## src/rtl/run_pattern_tx.sv

```systemverilog
// Serial run-pattern transmitter: repeated bursts of ones separated by zero gaps,
// with a reference strobe on the bit that should trigger a consecutive-ones detector.
module run_pattern_tx #(
    parameter int RUN_W   = 3,
    parameter int GAP_W   = 3,
    parameter int REP_W   = 4,
    parameter int HIT_POS = 5
) (
    input  logic             clk,
    input  logic             rst_n,
    input  logic             req_valid,
    output logic             req_ready,
    input  logic [RUN_W-1:0] req_run,
    input  logic [GAP_W-1:0] req_gap,
    input  logic [REP_W-1:0] req_reps,
    output logic             output_signal,
    output logic             busy,
    output logic             expect_hit,
    output logic             frame_done
);

    localparam int CW = (RUN_W > GAP_W) ? RUN_W : GAP_W;

    typedef enum logic [1:0] {
        IDLE = 2'd0,
        ONES = 2'd1,
        GAP  = 2'd2
    } state_e;

    state_e           state_q, state_d;
    logic [CW-1:0]    cnt_q, cnt_d;
    logic [REP_W-1:0] rep_q, rep_d;
    logic [RUN_W-1:0] run_q, run_d;
    logic [GAP_W-1:0] gap_q, gap_d;

    logic [CW:0] pos;
    logic        last_one;
    logic        last_gap;
    logic        last_rep;

    // 1-based position of the current bit within its burst or gap
    assign pos      = {1'b0, cnt_q} + (CW+1)'(1);
    assign last_one = (pos == (CW+1)'(run_q));
    assign last_gap = (pos == (CW+1)'(gap_q));
    assign last_rep = (rep_q == REP_W'(1));

    assign req_ready     = (state_q == IDLE);
    assign busy          = (state_q != IDLE);
    assign output_signal = (state_q == ONES);
    assign expect_hit    = (state_q == ONES) && (pos == (CW+1)'(HIT_POS));
    assign frame_done    = (state_q == GAP) && last_gap && last_rep;

    always_comb begin
        state_d = state_q;
        cnt_d   = cnt_q;
        rep_d   = rep_q;
        run_d   = run_q;
        gap_d   = gap_q;
        unique case (state_q)
            IDLE: begin
                if (req_valid) begin
                    run_d   = req_run;
                    gap_d   = (req_gap == '0) ? GAP_W'(1) : req_gap;
                    rep_d   = (req_reps == '0) ? REP_W'(1) : req_reps;
                    cnt_d   = '0;
                    state_d = (req_run != '0) ? ONES : GAP;
                end
            end
            ONES: begin
                if (last_one) begin
                    cnt_d   = '0;
                    state_d = GAP;
                end else begin
                    cnt_d = cnt_q + CW'(1);
                end
            end
            GAP: begin
                if (last_gap) begin
                    cnt_d = '0;
                    rep_d = rep_q - REP_W'(1);
                    if (last_rep) begin
                        state_d = IDLE;
                    end else begin
                        state_d = (run_q != '0) ? ONES : GAP;
                    end
                end else begin
                    cnt_d = cnt_q + CW'(1);
                end
            end
            default: state_d = IDLE;
        endcase
    end

    always_ff @(posedge clk or negedge rst_n) begin
        if (!rst_n) begin
            state_q <= IDLE;
            cnt_q   <= '0;
            rep_q   <= '0;
            run_q   <= '0;
            gap_q   <= '0;
        end else begin
            state_q <= state_d;
            cnt_q   <= cnt_d;
            rep_q   <= rep_d;
            run_q   <= run_d;
            gap_q   <= gap_d;
        end
    end

endmodule

```

## config.mk

```make
export PLATFORM = sky130hd
export DESIGN_NAME = run_pattern_tx
export DESIGN_NICKNAME = d
export VERILOG_FILES = /design/src/rtl/run_pattern_tx.sv
export SDC_FILE = /design/constraint.sdc
export NUM_CORES = 1
export LEC_CHECK = 0
export CAP_MARGIN = 0
export CORE_MARGIN = 1
export CORE_UTILIZATION = 30
export CTS_CLUSTER_SIZE = 20
export DETAILED_ROUTE_END_ITERATION = 16
export SETUP_SLACK_MARGIN = 0.3
export SYNTH_ARGS = -nofsm -noshare
export SYNTH_HDL_FRONTEND = slang
export SYNTH_SLANG_ARGS = --single-unit
export TNS_END_PERCENT = 20
```

## constraint.sdc

```tcl
create_clock -name clk -period 1.9 [get_ports clk]
set_input_delay 0.285 -clock clk [delete_from_list [all_inputs] [get_ports clk]]
set_output_delay 0.285 -clock clk [all_outputs]
set_load 0.01 [all_outputs]
```

# Word level (Yosys, flattened, before mapping)
# Cells that the tools add are included.
[word_totals]
ff_bits = 15
latch_bits = 0
ramBits = 0
mem_bits_ro = 0
in_bits = 13
elab_cells = 48
n_memories = 0
[op_classes]
n_addsub = 3
n_mul = 0
div_mod_pow = 0
n_lt_le_gt_ge = 0
eq_ne = 9
shifts = 0
n_mux = 16
bitwise_logic = 0
n_reduce_logical = 15
[ops]
columns = ["operator", "n"]
rows = [
  ["two-way mux 2 bit", 6],
  ["two-way mux 3 bit", 4],
  ["two-way mux 4 bit", 3],
  ["one-hot mux 3 bit (3 select lines)", 1],
  ["nonzero test 3 bit", 3],
  ["equality test 4 x 3 -> 1 bit", 2],
  ["one-hot mux 4 bit (2 select lines)", 1],
  ["one-hot mux 2 bit (3 select lines)", 1],
  ["AND reduction 3 bit", 2],
  ["adder 3 x 1 -> 4 bit, second input constant", 1],
  ["equality test 4 x 1 -> 1 bit, second input constant", 1],
  ["equality test 4 x 3 -> 1 bit, second input constant", 1],
  ["logical NOT 4 bit", 1],
  ["!= test 2 bit, second input constant", 2],
  ["AND reduction 2 bit", 2],
  ["nonzero test 2 bit", 2],
  ["subtractor 4 x 1 -> 4 bit, second input constant", 1],
  ["adder 3 x 1 -> 3 bit, second input constant", 1],
  ["logical AND 1 bit", 3],
  ["logical NOT 3 bit", 1],
  ["equality test 2 x 1 -> 1 bit, second input constant", 1],
  ["equality test 2 bit, second input constant", 1],
  ["logical NOT 2 bit", 1],
  ["!= test 2 x 1 -> 1 bit, second input constant", 1],
]

# Longest topological paths before layout
# Gate-level depths: netlist of the first run.
[logic_depth]
word_depth = 5
depth_mapped = 8

# Worst setup path before layout of the first run
# Ideal clock, no wire load.
[synth_timing]
kind = "reg2reg"
from = "register cnt_q[0]"
to = "register rep_q[3]"
setup_time_ns = 0.126
t_arrival_ns = 1.790
required_time_ns = 1.774
slack_ns = -0.016
path_stages_with_launch = 7
path_buffers = 1
path_cell_list = "dfrtp_1 > ha_1 > xor3_1 > o21ai_2 > nand3_2 > buf_6 > a221o_1"
[synth_via]
elab_chain_len = 4
[synth_lines]
columns = ["item", "line", "rtl"]
rows = [
  ["start, declared", "31", "logic [CW-1:0] cnt_q, cnt_d;"],
  ["start signal, assigned", "103", "cnt_q <= cnt_d;"],
  ["adder 3 x 1 -> 4 bit", "42", "assign pos = {1'b0, cnt_q} + (CW+1)'(1);"],
  ["equality test 4 x 3 -> 1 bit", "44", "assign last_gap = (pos == (CW+1)'(gap_q));"],
  ["!= test 2 bit (no source line)", "-", ""],
  ["AND reduction 3 bit (no source line)", "-", ""],
  ["end signal, assigned", "104", "rep_q <= rep_d;"],
  ["end, declared", "32", "logic [REP_W-1:0] rep_q, rep_d;"],
]
# No other way between the ends.
# A chain may end at the register's enable or synchronous reset.

# Worst setup path in the final report of the first run
[layout_timing]
from = "register cnt_q[1]"
to = "output port frame_done"
[layout_via]
elab_chain_len = 4
[layout_lines]
columns = ["item", "line", "rtl"]
rows = [
  ["adder 3 x 1 -> 4 bit", "42", ""],
  ["equality test 4 x 3 -> 1 bit", "44", ""],
  ["logical AND 1 bit (2 in series)", "51", "assign frame_done = (state_q == GAP) && last_gap && last_rep;"],
  ["end, declared", "19", "output logic frame_done"],
]
# No other way between the ends.

==> results of run 1 <==
==> placed cells by master, fill, tap and decap left out, types with 3 or more instances in the layout <==
master           Yosys  layout
buf_4                0      27
dfrtp_1             15      13
clkdlybuf4s50_1      0      12
nand2_1              9       9
inv_1               10       7
nor2_1               7       6
mux2_2               5       5
nand2b_1             5       4
o211ai_1             4       4
nor3_1               4       4
o21ai_2              1       4
ha_1                 9       4
inv_2                0       3
a21oi_1              4       3
o31ai_2              1       3
o21ai_1              6       3
ha_4                 0       3
clkbuf_4             0       3
dlymetal6s2s_1       0       3
==> metrics by stage <==
stage	cells	area, um^2	setup TNS [ns]	util [%]	hold slack [ns]
after floorplan	115	1120	0	-	-0.0106
after global placement	197	1500	-0.145	44.3	0.528
after detailed placement	197	1500	-0.324	44.3	0.538
after CTS	205	1580	0	46.7	0.301
after global routing	208	1700	-0.270	50.3	0.303
final	208	1700	-0.0265	50.3	0.294
==> flip-flops by register name, summed over array words and instances (netlist names) <==
name and cells:
rep_q 4, state_q 2, cnt_q 3, gap_q 3, run_q 3
==> what timing repair did <==
item,CTS,global route
pin swaps,5,12
setup endpoints to repair,19,19
setup buffers,4,3
resized for setup,17,23
cloned,0,0
==> critical path, cell delays in order, from the launching register on <==
cell and delay [ns]:
dfrtp_2 0.46, inv_2 0.09, ha_4 0.21, xor2_2 0.15, nor4_2 0.25, buf_2 0.18
==> per-layer routing <==
layer / vias to the layer above / track usage [%] / wire, um
li1: 503 / - / -
met1: 501 / 19.0 / 1310
met2: 16 / 26.2 / 1460
met3: 6 / 2.39 / 61
met4: 0 / 6.10 / 44
met5: - / 0 / 0
==> area by class of cell <==
cell class | instances | area (um^2) | area share [%]
inverter | 10 | 37.5 | 2.20
multi-input combinational | 86 | 792 | 46.5
tap | 46 | 57.6 | 3.38
sequential | 15 | 378 | 22.2
timing repair buffer | 47 | 413 | 24.2
clock buffer | 4 | 26.3 | 1.54
==> worst paths after layout <==
check / to / startpoint / slack (ns) / cells after the start
max: frame_done / cnt_q[1]$_DFFE_PN0P_ / -0.03 / 5
min: cnt_q[1]$_DFFE_PN0P_ / rst_n / 0.29 / 1
max reg2reg: state_q[0]$_DFFE_PN0P_ / cnt_q[1]$_DFFE_PN0P_ / 0 / 7
min reg2reg: gap_q[2]$_DFFE_PN0P_ / gap_q[2]$_DFFE_PN0P_ / 0.56 / 1
max in group asynchronous: run_q[0]$_DFFE_PN0P_ / rst_n / 1.12 / 2
min in group clk: gap_q[2]$_DFFE_PN0P_ / gap_q[2]$_DFFE_PN0P_ / 0.56 / 1
==> cells by family after synthesis <==
kind of cell	count (synthesis)	share of synthesized area (%)
compound gates	32	21.1
xor+xnor	5	5.42
buf+inv	14	6.23
flops	15	34.6
mux	6	6.11
fa+ha+maj	9	10.4
simple gates	34	16.1
==> power by group <==
part	switching (mW)	internal [mW]
clock	0.111	0.0816
combinational	0.858	0.972
sequential	0.144	0.465
==> metrics.yaml, run 1 <==
port_buffers: 17
start_util_pct: 32.0
antenna_found_initial: 0
ys.flop_type: "dfrtp_1"
overflow: 0
yosysTopAreaCellShare_pct: 34.6
violations: "negative setup slack"
drt-total-wl_um: 2880
synth_seq_area_share_pct: 34.6
vdd_drop_max_mv: 0.840
dpl.hpwl_um: 2210
cts_buffer_depth: 2
hold_class: "input port to async pin"
grt_pass1_vias: 1024
grt_usage_pct: 15.3
netlist_area_mm2: 0.00108
dr.pass1.iters: 4
worst_ep_required_time_ns: 1.62
rsz0062_at_grt: "yes"
fmax_ghz: 0.519
placementRows: 21
syn_nets: 137
num-fill-cells: 310
vias: 1026
cp_data_arrival_time_ns: 1.64
io_pins: 18
syn_inst: 115
place_worst_setup_slack_ns: -0.174
die_y_um: 62.1
clock_skew_ns: 0.00537
die-width_um: 62.1
cp_max_fo: 4
layout-drive-gt1-share_pct: 42.6
areaGrowthSynthToFinish_pct: 57.1
grt_pass1_wl_um: 4620
hold_violations: 0
dieArea_mm2: 0.00386
synth_area_leaders: "dfrtp_1, ha_1, mux2_2, inv_1, nand2_1"
total_leakage_power_nw: 0.762
yosys_warnings: 0
hold_buffers: 0
vias_per_cell: 4.93
wl_per_cell_um: 13.8
cts_sinks: 15
synthTopCellsByCount: "dfrtp_1, inv_1, ha_1, nand2_1, nor2_1"
power_density_mw_per_mm2: 1540
clkLatencyLatePin_ns: 0.29
syn_avg_cell_area_um2: 9.43
power_mw: 2.63
tightest_slew_ns: 0.440
ant_nets: 0
fin_nets: 185
synth_edf_count: 0
clkTransAtPathRegs_ns: 0.10
slew_violations: 0
end_kind: "primary output"
post-route-min-period_ns: 1.93
drc_errors: 0
cts-root-buf: "clkbuf_4"
post-route-period-util_pct: 101
synthMostInstantiatedCell: "dfrtp_1"
place_congestion: 0.870
worstSetupStartpointType: "register"
fin_ws_ns: -0.0252
synth.ff_latch_count: 15
path_class: "register to primary output"
numCtsBuffers: 3
status: "finished, violations left"
cts_tree: "yes"
async_reset_ff_share_pct: 100
yosys.area.top_type: "dfrtp_1"
drv_cap: 0
h-tree-depth: 1
synth.distinct_cells: 39
antennaDiodeCount: 0
relSlewSlack_pct: 70.6
coreArea_mm2: 0.00339
grt_max_degree: 12
setup_violations: 2
drtIter0Drc: 26
(Power assumes the default switching activity.)
==> inputs of run 2 (changes only) <==
--- a/config.mk
+++ b/config.mk
@@ -11,6 +11,7 @@
 export CTS_CLUSTER_SIZE = 20
 export DETAILED_ROUTE_END_ITERATION = 16
 export SETUP_SLACK_MARGIN = 0.3
+export SKIP_CTS_REPAIR_TIMING = 1
 export SYNTH_ARGS = -nofsm -noshare
 export SYNTH_HDL_FRONTEND = slang
 export SYNTH_SLANG_ARGS = --single-unit
==> run 2 against run 1 <==
Compared with the run above: the flow still finishes with violations (negative setup slack); critical path depth unchanged; clock power about the same; non-clock buffer count down 2; die area unchanged; final area down 1.9%; count of clock-buffer cells in the layout unchanged; first-iteration DRC count down 27%; core utilization down 0.96 points; clock skew up 0.0021 ns; power down 0.87%; largest power group unchanged.
==> metrics.yaml, run 2 (same netlist as run 1, synthesis figures left out) <==
status: "finished, violations left"
violations: "negative setup slack"
critPathSlowestCell: "dfrtp_2"
start_util_pct: 32.0  # unchanged
top_register: "rep_q"
layout-drive-gt1-share_pct: 39.4  # -3.2 points
vias: 1027  # +0.097%
largest_reg_flops: 4  # unchanged
vias_per_cell: 4.99  # +1.1%
coreArea_mm2: 0.00339  # unchanged
hold_class: "input port to async pin"
grt_usage_pct: 14.7  # -0.54 points
rsz0062_at_grt: "yes"
relSlewSlack_pct: 71.8  # +1.3 points
antenna_found_initial: 0  # unchanged
grt_pass1_vias: 984  # -3.9%
dp_cells: 197  # unchanged
worst-path-buf-inv: 2  # unchanged
path_class: "register to primary output"
post-route-min-period_ns: 1.98  # +0.0589 ns
hold_violations: 0  # unchanged
cp_max_fo: 3  # -1
ant_nets: 0  # unchanged
final_common_cell: "buf_4"
setup_violations: 4  # +2
place_congestion: 0.870  # unchanged
cp_top_family: "flip-flops"
tightest_slew_ns: 0.421  # -0.0193 ns
post-route-period-util_pct: 104  # +3.1 points
place_worst_setup_slack_ns: -0.174  # unchanged
clkTransAtPathRegs_ns: 0.10  # about the same
cts_buffer_depth: 2  # unchanged
power_density_mw_per_mm2: 1560  # +1.1%
grt_max_degree: 12  # unchanged
reg2reg_from: "cnt_q[0]$_DFFE_PN0P_"
worstSetupStartpointType: "register"
cts_tree: "yes"
port_buffers: 17  # unchanged
fmax_ghz: 0.504  # -3.0%
clock_skew_ns: 0.00748  # +0.00211 ns
vdd_drop_max_mv: 0.771  # -8.1%
overflow: 0  # unchanged
rrSetupSlack_ns: -0.06  # -0.06 ns
dr.pass1.iters: 4  # unchanged
antennaDiodeCount: 0  # unchanged
path_cells: "buf_6 -> ha_4 -> xor3_1 -> nor4_2 -> buf_2"
fin_nets: 183  # -1.1%
drc_errors: 0  # unchanged
drtIter0Drc: 19  # -27%
areaGrowthSynthToFinish_pct: 54.1
total_leakage_power_nw: 0.757  # -0.69%
drv_cap: 0  # unchanged
dpl.hpwl_um: 2210  # unchanged
wl_per_cell_um: 14.0  # +1.0%
numCtsBuffers: 3  # unchanged
num-fill-cells: 321  # +3.5%
fin_util_pct: 49.3  # -0.96 points
cpPeakStageDelay_ns: 0.43  # -0.03 ns
end_kind: "primary output"
io_pins: 18  # unchanged
cts_sinks: 15  # unchanged
die_y_um: 62.1  # unchanged
final_cell_mix: "buf_4, dfrtp_1, clkdlybuf4s50_1, nand2_1"
reg2reg_depth: 9  # +2
final_cells: 206  # -0.96%
drt-total-wl_um: 2880  # about the same
worst_ep_required_time_ns: 1.62  # about the same
cp_data_arrival_time_ns: 1.70  # +0.06 ns
dieArea_mm2: 0.00386  # unchanged
slew_violations: 0  # unchanged
r2r-end: "state_q[1]$_DFFE_PN0P_"
fin_ws_ns: -0.0841  # -0.0589 ns
h-tree-depth: 1  # unchanged
die-width_um: 62.1  # unchanged
grt_pass1_wl_um: 4440  # -3.9%
cts-root-buf: "clkbuf_4"
clkLatencyLatePin_ns: 0.29  # about the same
placementRows: 21  # unchanged
## run 2: worst max path at each step
stage | from | endpoint | slack, ns | cells after the start
5_1_grt | cnt_q[1]$_DFFE_PN0P_ | state_q[1]$_DFFE_PN0P_ | -0.15 | 9
3_3_place_gp | cnt_q[1]$_DFFE_PN0P_ | frame_done | -0.14 | 5
6_report | cnt_q[0]$_DFFE_PN0P_ | frame_done | -0.08 | 5
2_1_floorplan | cnt_q[1]$_DFFE_PN0P_ | rep_q[3]$_DFFE_PN0P_ | 0.21 | 7
4_1_cts | cnt_q[1]$_DFFE_PN0P_ | frame_done | -0.52 | 5
3_5_place_dp | cnt_q[1]$_DFFE_PN0P_ | frame_done | -0.17 | 5
## run 2: cell type report
class / instances / area (um^2) / share of cell area (%)
Multi-Input combinational cell: 86 / 757 / 45.3
Tap cell: 46 / 57.6 / 3.44
Inverter: 10 / 42.5 / 2.54
Clock buffer: 4 / 26.3 / 1.57
Sequential cell: 15 / 379 / 22.7
Timing Repair Buffer: 45 / 409 / 24.5
## run 2: routing by layer
layer | routed length, um | share of wire (%) | track usage (%) | vias up
li1 | - | - | - | 499
met1 | 1300 | 45 | 18.6 | 508
met2 | 1480 | 51 | 25.8 | 16
met3 | 69 | 2.4 | 2.21 | 4
met4 | 29 | 1.0 | 4.36 | 0
met5 | 0 | 0 | 0 | -
## run 2: where the power goes
group          internal (mW)  total, mW  switching (mW)
clock network         0.0816      0.192           0.110
logic                  0.966       1.82           0.854
registers              0.467      0.597           0.130
total                   1.51       2.61            1.09
## run 2: stage by stage
stage | cell area [um^2] | power, mW | setup TNS (ns) | hold WS [ns]
3_3_place_gp | 1500 | 2.06 | -0.145 | 0.528
4_1_cts | 1530 | 2.31 | -1.25 | 0.301
5_1_grt | 1670 | 2.82 | -0.800 | 0.307
2_1_floorplan | 1120 | 1.47 | 0 | -0.0106
3_5_place_dp | 1500 | 2.11 | -0.324 | 0.538
6_report | 1670 | 2.61 | -0.209 | 0.284
## run 2: worst register-to-register path, cell delays in order (launching register included)
cell and delay (ns):
dfrtp_2 0.43, buf_6 0.13, ha_4 0.15, buf_4 0.14, xor2_2 0.17, xnor2_1 0.21, a31oi_2 0.17, buf_4 0.17
o21ai_1 0.17, o31ai_2 0.09
==> inputs of run 3 (changes only) <==
--- a/config.mk
+++ b/config.mk
@@ -7,9 +7,10 @@
 export LEC_CHECK = 0
 export CAP_MARGIN = 0
 export CORE_MARGIN = 1
-export CORE_UTILIZATION = 30
+export CORE_UTILIZATION = 47
 export CTS_CLUSTER_SIZE = 20
 export DETAILED_ROUTE_END_ITERATION = 16
+export PLACE_DENSITY = 0.75
 export SETUP_SLACK_MARGIN = 0.3
 export SKIP_CTS_REPAIR_TIMING = 1
 export SYNTH_ARGS = -nofsm -noshare
==> run 3 against run 2 <==
Compared with the run above: the run still ends with negative setup slack left; register-to-register slack hardly changed; global-route usage is 7.2 points higher; clock skew is 0.0059 ns lower; final area is 2.2% lower; routed wire length is 6.2% lower.
==> metrics.yaml, run 3 (same netlist as run 1, synthesis figures left out) <==
tns_ns: -0.165  # +0.0437 ns
dpl.hpwl_um: 1950  # -12%
multiInputGateArea_um2: 746  # -1.5%
top_register: "rep_q"
placementRows: 17  # -19%
slew_violations: 0  # unchanged
numCtsBuffers: 3  # unchanged
io_pins: 18  # unchanged
h-tree-depth: 1  # unchanged
hold_class: "input port to async pin"
cts_tree: "yes"
dpl_cell_area_mm2: 0.00147  # -2.0%
tightest_slew_ns: 0.344  # -0.0773 ns
total_leakage_power_nw: 0.759  # +0.22%
antennaDiodeCount: 0  # unchanged
path_class: "register to register"
grt_usage_pct: 21.9  # +7.2 points
dr_wl_met2_um: 1390  # -5.6%
final_common_cell: "buf_4"
place_worst_setup_slack_ns: -0.124  # +0.0501 ns
hold_violations: 0  # unchanged
power_mw: 2.56  # -1.8%
cpPeakStageDelay_ns: 0.47  # +0.04 ns
grt_max_degree: 16  # +4
wl_per_cell_um: 14.3  # +2.3%
final_cell_mix: "buf_4, dfrtp_1, clkdlybuf4s50_1, nand2_1, inv_1"
die_y_um: 50.0  # -19%
hold_slack_ns: 0.288  # +0.00427 ns
worst_ep_required_time_ns: 2.09  # +0.47 ns
fin_util_pct: 74.6  # +25 points
final_area_mm2: 0.00163  # -2.2%
grt_pass1_wl_um: 3980  # -10%
final_cells: 189  # -8.3%
antenna_found_initial: 0  # unchanged
status: "finished, violations left"
violations: "negative setup slack"
areaGrowthSynthToFinish_pct: 50.6
rsz0062_at_grt: "yes"
worstSetupStartpointType: "register"
dp_cells: 178  # -9.6%
coreArea_mm2: 0.00219  # -35%
critPathSlowestCell: "dfrtp_2"
vias: 1001  # -2.5%
largest_reg_flops: 4  # unchanged
cts_buffer_depth: 2  # unchanged
vias_per_cell: 5.30  # +6.2%
post-route-period-util_pct: 104  # -0.91 points
post-route-min-period_ns: 1.97  # -0.0173 ns
place_congestion: 0.824  # -5.3%
drt-total-wl_um: 2700  # -6.2%
fin_nets: 184  # +0.55%
crit_top_cell: "buf_4"
layout-drive-gt1-share_pct: 38.5  # -0.87 points
overflow: 0  # unchanged
clkTransAtPathRegs_ns: 0.11  # about the same
relSlewSlack_pct: 77.0  # +5.1 points
port_buffers: 17  # unchanged
clkLatencyLatePin_ns: 0.30  # about the same
worst-path-buf-inv: 4  # +2
cp_max_fo: 4  # +1
start_util_pct: 49.5  # +18 points
fmax_ghz: 0.508  # +0.88%
cts_sinks: 15  # unchanged
regArea_um2: 378  # -0.33%
num-fill-cells: 162  # -50%
vdd_drop_max_mv: 1.05  # +36%
die-width_um: 50.0  # -19%
setup_violations: 4  # unchanged
end_kind: "register"
grt_pass1_vias: 887  # -9.9%
drtIter0Drc: 18  # -1
wl_met3_um: 42  # -39%
dr.pass1.iters: 3  # -1
drc_errors: 0  # unchanged
cp_top_family: "buffers and inverters"
fin_ws_ns: -0.0668  # +0.0173 ns
met1_length_um: 1240  # -5.2%
dieArea_mm2: 0.00250  # -35%
clock_skew_ns: 0.00153  # -0.00595 ns
cp_data_arrival_time_ns: 2.16  # +0.46 ns
cts-root-buf: "clkbuf_4"
power_density_mw_per_mm2: 1570  # +0.44%
drv_cap: 0  # unchanged
path_cells: "buf_6 -> inv_4 -> ha_4 -> xor2_2 -> buf_4 -> o21ai_4 -> nand3_4 -> buf_4 -> a221o_1"
maxUsedRoutingLayer: "met4"
ant_nets: 0  # unchanged
==> run 3: power by group <==
part           internal [mW]  leakage [nW]  total, mW  switching [mW]
registers              0.465         0.182      0.592           0.127
logic                  0.943         0.563       1.76           0.820
clock network         0.0801        0.0139      0.207           0.127
==> run 3: path summary, 6_finish.rpt <==
kind / startpoint / endpoint / slack [ns] / cells after the start
max: cnt_q[0]$_DFFE_PN0P_ / rep_q[3]$_DFFE_PN0P_ / -0.07 / 9
min: rst_n / run_q[0]$_DFFE_PN0P_ / 0.29 / 2
max reg2reg: cnt_q[0]$_DFFE_PN0P_ / rep_q[3]$_DFFE_PN0P_ / -0.07 / 9
min reg2reg: gap_q[2]$_DFFE_PN0P_ / gap_q[2]$_DFFE_PN0P_ / 0.56 / 1
max in group asynchronous: rst_n / cnt_q[0]$_DFFE_PN0P_ / 1.42 / 2
min in group clk: gap_q[2]$_DFFE_PN0P_ / gap_q[2]$_DFFE_PN0P_ / 0.56 / 1
==> run 3: area by class of cell <==
cell class                 count  area share, %
inverter                      10           2.45
multi-input combinational     86           45.6
timing repair buffer          46           24.8
clock buffer                   3           1.38
clock inverter                 1          0.459
sequential                    15           23.1
tap                           28           2.14
==> run 3: layer usage <==
| metal | global-route usage [%] | up-vias |
|---|---|---|
| met5 | 0 | - |
| met4 | 8.57 | 0 |
| met3 | 3.70 | 4 |
| met2 | 33.8 | 10 |
| met1 | 30.1 | 477 |
| li1 | - | 510 |
==> RTL change 1, RTL diff (settings of run 2) <==
Make the reset (`rst_n`) synchronous in one clocked block.
--- a/src/rtl/run_pattern_tx.sv
+++ b/src/rtl/run_pattern_tx.sv
@@ -92,5 +92,5 @@
     end
 
-    always_ff @(posedge clk or negedge rst_n) begin
+    always_ff @(posedge clk) begin
         if (!rst_n) begin
             state_q <= IDLE;
Check against the original RTL: differs if rst_n is asserted again (counterexample within 4 cycles, from zero or initial values and one cycle with rst_n low); with rst_n held inactive, the same outputs for 10 cycles.
==> RTL change 1 against run 2 <==
  * Sequential share of layout area down 3.3 points
  * Power down 33%
  * Sequential cell count unchanged
  * Wire length down 7.3%
  * First-iteration DRC count up 110%
  * Synthesized area down 3.0%
  * Final area down 4.4%
  * Worst setup slack better by 160 ps
  * Critical path type unchanged
  * Critical endpoint unchanged
  * Largest cell class unchanged
  * Largest power group unchanged
  * Highest routed layer is now met3
==> RTL change 1: results (changes against run 2) <==
| Metric | Value |
|---|---|
| Status | `completed` |
| Number of DRC markers in iteration 0 | `39 (+20)` |
| Top Layer Used | `met3` |
| Clock Buffer Count | `3 (-1)` |
| Static power due to leakage | `0.669 nW (-12%)` |
| Total GRT Usage | `15.5% (+0.78 points)` |
| Layout Utilization | `47.9% (-1.4 points)` |
| Area delta synth->final | `51.8%` |
| Vias in the first global route | `933 (-5.2%)` |
| Post-Route WL | `2670 um (-7.3%)` |
| Met3 WL | `123 um (+78%)` |
| Syn_nets | `150 (+9.5%)` |
| Peak supply drop | `0.500 mV (-35%)` |
| Arrival time at the worst endpoint | `1540 ps (-160 ps)` |
| Non-CTS buffers | `38 (-16%)` |
| Adder-cell share of the synthesized area | `10.7% (+0.32 points)` |
| Fill count | `330 (+2.8%)` |
| Fin nets | `188 (+2.7%)` |
| Synth unique cells | `40 (+2.6%)` |
| Synth cell count leaders | `nand2_1 (18), dfxtp_1 (15), ha_1 (9), inv_1 (9), a21boi_0 (8)` |
| #MultiIn Comb | `99 (+15%)` |
| Cell Area, Placed | `0.00144 mm2 (-4.2%)` |
| M3 GR Usage | `3.78% (+1.6 points)` |
| Largest net degree at the start of global routing | `13 (+1)` |
| Synth Area in XOR/XNOR | `6.18% (+0.76 points)` |
| Signal buf overhead | `20.6% (-3.9 points)` |
| Power Density | `1090 mW/mm2 (-30%)` |
| Synth Flop Type | `dfxtp_1` |
| # setup viols final | `0 (-4)` |
| M1 WL | `1270 um (-2.7%)` |
| Non-clk invs | `9 (-1)` |
| Synth top area cells | `dfxtp_1 (29%), ha_1 (11%), nand2_1 (6.4%)` |
| Placer congestion estimate | `0.804 (-7.6%)` |
| Share of layout cells above drive strength 1 | `35.8% (-3.6 points)` |
| Layout clock area frac | `1.80% (+0.23 points)` |
| Critical path's slowest cell | `dfxtp_2` |
| Met1 usage | `20.9% (+2.4 points)` |
| Post-Route Skew | `8.08 ps (+0.601 ps)` |
| Seq/Total Area, Yosys | `28.5% (-6.1 points)` |
| Dpl ws | `-39.7 ps (+135 ps)` |
| Slew @ Worst Pin | `287 ps (-134 ps)` |
| Multi-input logic area | `833 um2 (+10%)` |
| Mux cell area share after synthesis | `0% (-6.1 points)` |
| Detailed Place HPWL | `2070 um (-6.3%)` |
| Warnings, synthesis | `0 (unchanged)` |
| Buffers on Ports | `17 (unchanged)` |
| Complex-gate fraction of the synthesized area | `23.7% (+2.6 points)` |
| Avg Inst Size Synth | `8.22 um2 (-13%)` |
| Non-Filler Instances | `211 (+2.4%)` |
==> RTL change 1: changes by cell type in the layout (fill, tap and decap cells not counted), sizes merged, moves of 3 or more <==
cell	delta
nor2b	+3
buf	-6
mux2	-5
nand2	+9
nand3	+4
a21boi	+9
dfrtp	-15
dfxtp	+15
nand4	+3
o31ai	-4
o21ai	-5
==> RTL change 1: final timing paths <==
kind / cells after the start / from / end / slack [ps]
setup / recovery: 5 / cnt_q[1] / frame_done / 70
setup reg to reg: 8 / cnt_q[0] / rep_q[0] / 100
hold / removal: 2 / gap_q[2] / gap_q[2] / 490
hold reg to reg: 2 / gap_q[2] / gap_q[2] / 490
==> RTL change 1: where the power goes <==
part           switching (mW)  total (mW)  internal (mW)
Clock                   0.115       0.196         0.0813
Combinational           0.544        1.09          0.542
Sequential             0.0674       0.462          0.394
Total                   0.726        1.74           1.02
==> RTL change 2, RTL diff (flow settings as in run 2) <==
Without the edit above. Set the parameter `REP_W` to 6 (it was 4).
--- a/src/rtl/run_pattern_tx.sv
+++ b/src/rtl/run_pattern_tx.sv
@@ -4,5 +4,5 @@
     parameter int RUN_W   = 3,
     parameter int GAP_W   = 3,
-    parameter int REP_W   = 4,
+    parameter int REP_W   = 6,
     parameter int HIT_POS = 5
 ) (
Ports: changed (resized req_reps); port bits go from 18 to 20. The function was not compared with the original's and may differ.
==> RTL change 2 against run 2 <==
  * The flow still finishes with violations (setup timing)
  * Worst setup slack better by 23 ps
  * Via count is 6.0% higher
  * Die area is 9.6% higher
  * Worst hold slack gained 65 ps
  * Synthesized area rose by 9.9%
  * Final area rose by 4.3%
  * Non-clock buffer count fell by 4
  * Power up 12%
  * Sequential cell count up 2
  * Global-route usage increased by 0.13 points
  * Fmax up 1.2%
  * Wire length is 2.9% higher
  * Critical endpoint is now state_q[1]
==> RTL change 2: results (changes against run 2) <==
| Metric | Value |
|---|---|
| Failing checks | `setup timing` |
| Worst setup margin | `-61.0 ps (+23.1 ps)` |
| Fin nets | `197 (+7.7%)` |
| Dpl ws | `-225 ps (-51.0 ps)` |
| Post-Route Skew | `1.65 ps (-5.82 ps)` |
| Met3 WL | `84 um (+22%)` |
| Adder-cell share of the synthesized area | `9.44% (-0.94 points)` |
| Sequential Power Share | `23.6% (+0.7 points)` |
| # setup viols final | `5 (+1)` |
| M3 GR Usage | `2.11% (-0.093 points)` |
| Detailed Place HPWL | `2190 um (-1.0%)` |
| Via count | `1,089 (+6.0%)` |
| Clock root buffer master | `clkbuf_8` |
| End of the critical path | `state_q[1]` |
| Peak supply drop | `0.800 mV (+3.7%)` |
| Syn_nets | `153 (+12%)` |
| Max reg flops | `6 (+2)` |
| Worst reg-to-reg path cell count | `8 (-1)` |
| Placer congestion estimate | `0.799 (-8.1%)` |
| Detailed-routed wire length on met2 | `1500 um (+1.3%)` |
| Static power due to leakage | `0.795 nW (+4.9%)` |
| Placed Cells | `210 (+6.6%)` |
| Mux cell area share after synthesis | `9.97% (+3.9 points)` |
| M1 WL | `1350 um (+3.2%)` |
| Internal power | `1.73 mW (+14%)` |
| Slew @ Worst Pin | `315 ps (-106 ps)` |
| M2 GR Usage | `27.9% (+2.0 points)` |
| CP max stage delay | `450 ps (+20 ps)` |
| Main combinational cell family by area after synthesis | `simple AND/OR/NAND/NOR gates` |
| Wire per inst | `13.5 um (-3.6%)` |
| Reg clk slew, reported paths | `70 ps (-30 ps)` |
| Number of DRC markers in iteration 0 | `22 (+3)` |
| Hold slack final | `349 ps (+64.7 ps)` |
| Core Region | `0.00374 mm2 (+10%)` |
| Comb power frac | `66.9% (-2.9 points)` |
| Synth cell count leaders | `dfrtp_1 (17), nand2_1 (13), inv_1 (11), o21ai_0 (10), ha_1 (9)` |
| Seq area share | `24.6% (+1.9 points)` |
| Crit Path Max Fanout | `5 (+2)` |
| Complex-gate fraction of the synthesized area | `16.2% (-4.9 points)` |
| Combinational power | `1.96 mW (+8%)` |
| Status | `finished with violations` |
==> RTL change 2: cell count changes in the layout (fill, tap and decap cells not counted), sizes merged, moves of 4 or more <==
cell           change
nand2b             -4
o21ai              +4
buf                -6
nand2              +4
nor3               +4
o31ai              -5
clkdlybuf4s50      +4
==> RTL change 2: worst max-delay path, delay by kind of cell (launching register included) <==
kind / cells / cell delay [ps]
adders and majority gates: 1 / 220
AOI/OAI and AO/OA: 2 / 240
xor gates and xnor gates: 1 / 160
DFF: 1 / 450
and+or+nand+nor: 1 / 240
buffers and inverters: 2 / 210
muxes: 1 / 320
==> RTL change 2: logic make-up (layout without fill, tap and decap cells) <==
kind of cell | after synthesis | after routing
DFF | 17 | 17
xor gates and xnor gates | 5 | 5
adders and majority gates | 9 | 9
and+or+nand+nor | 45 | 45
buffers and inverters | 13 | 56
muxes | 11 | 11
AOI/OAI and AO/OA | 29 | 29
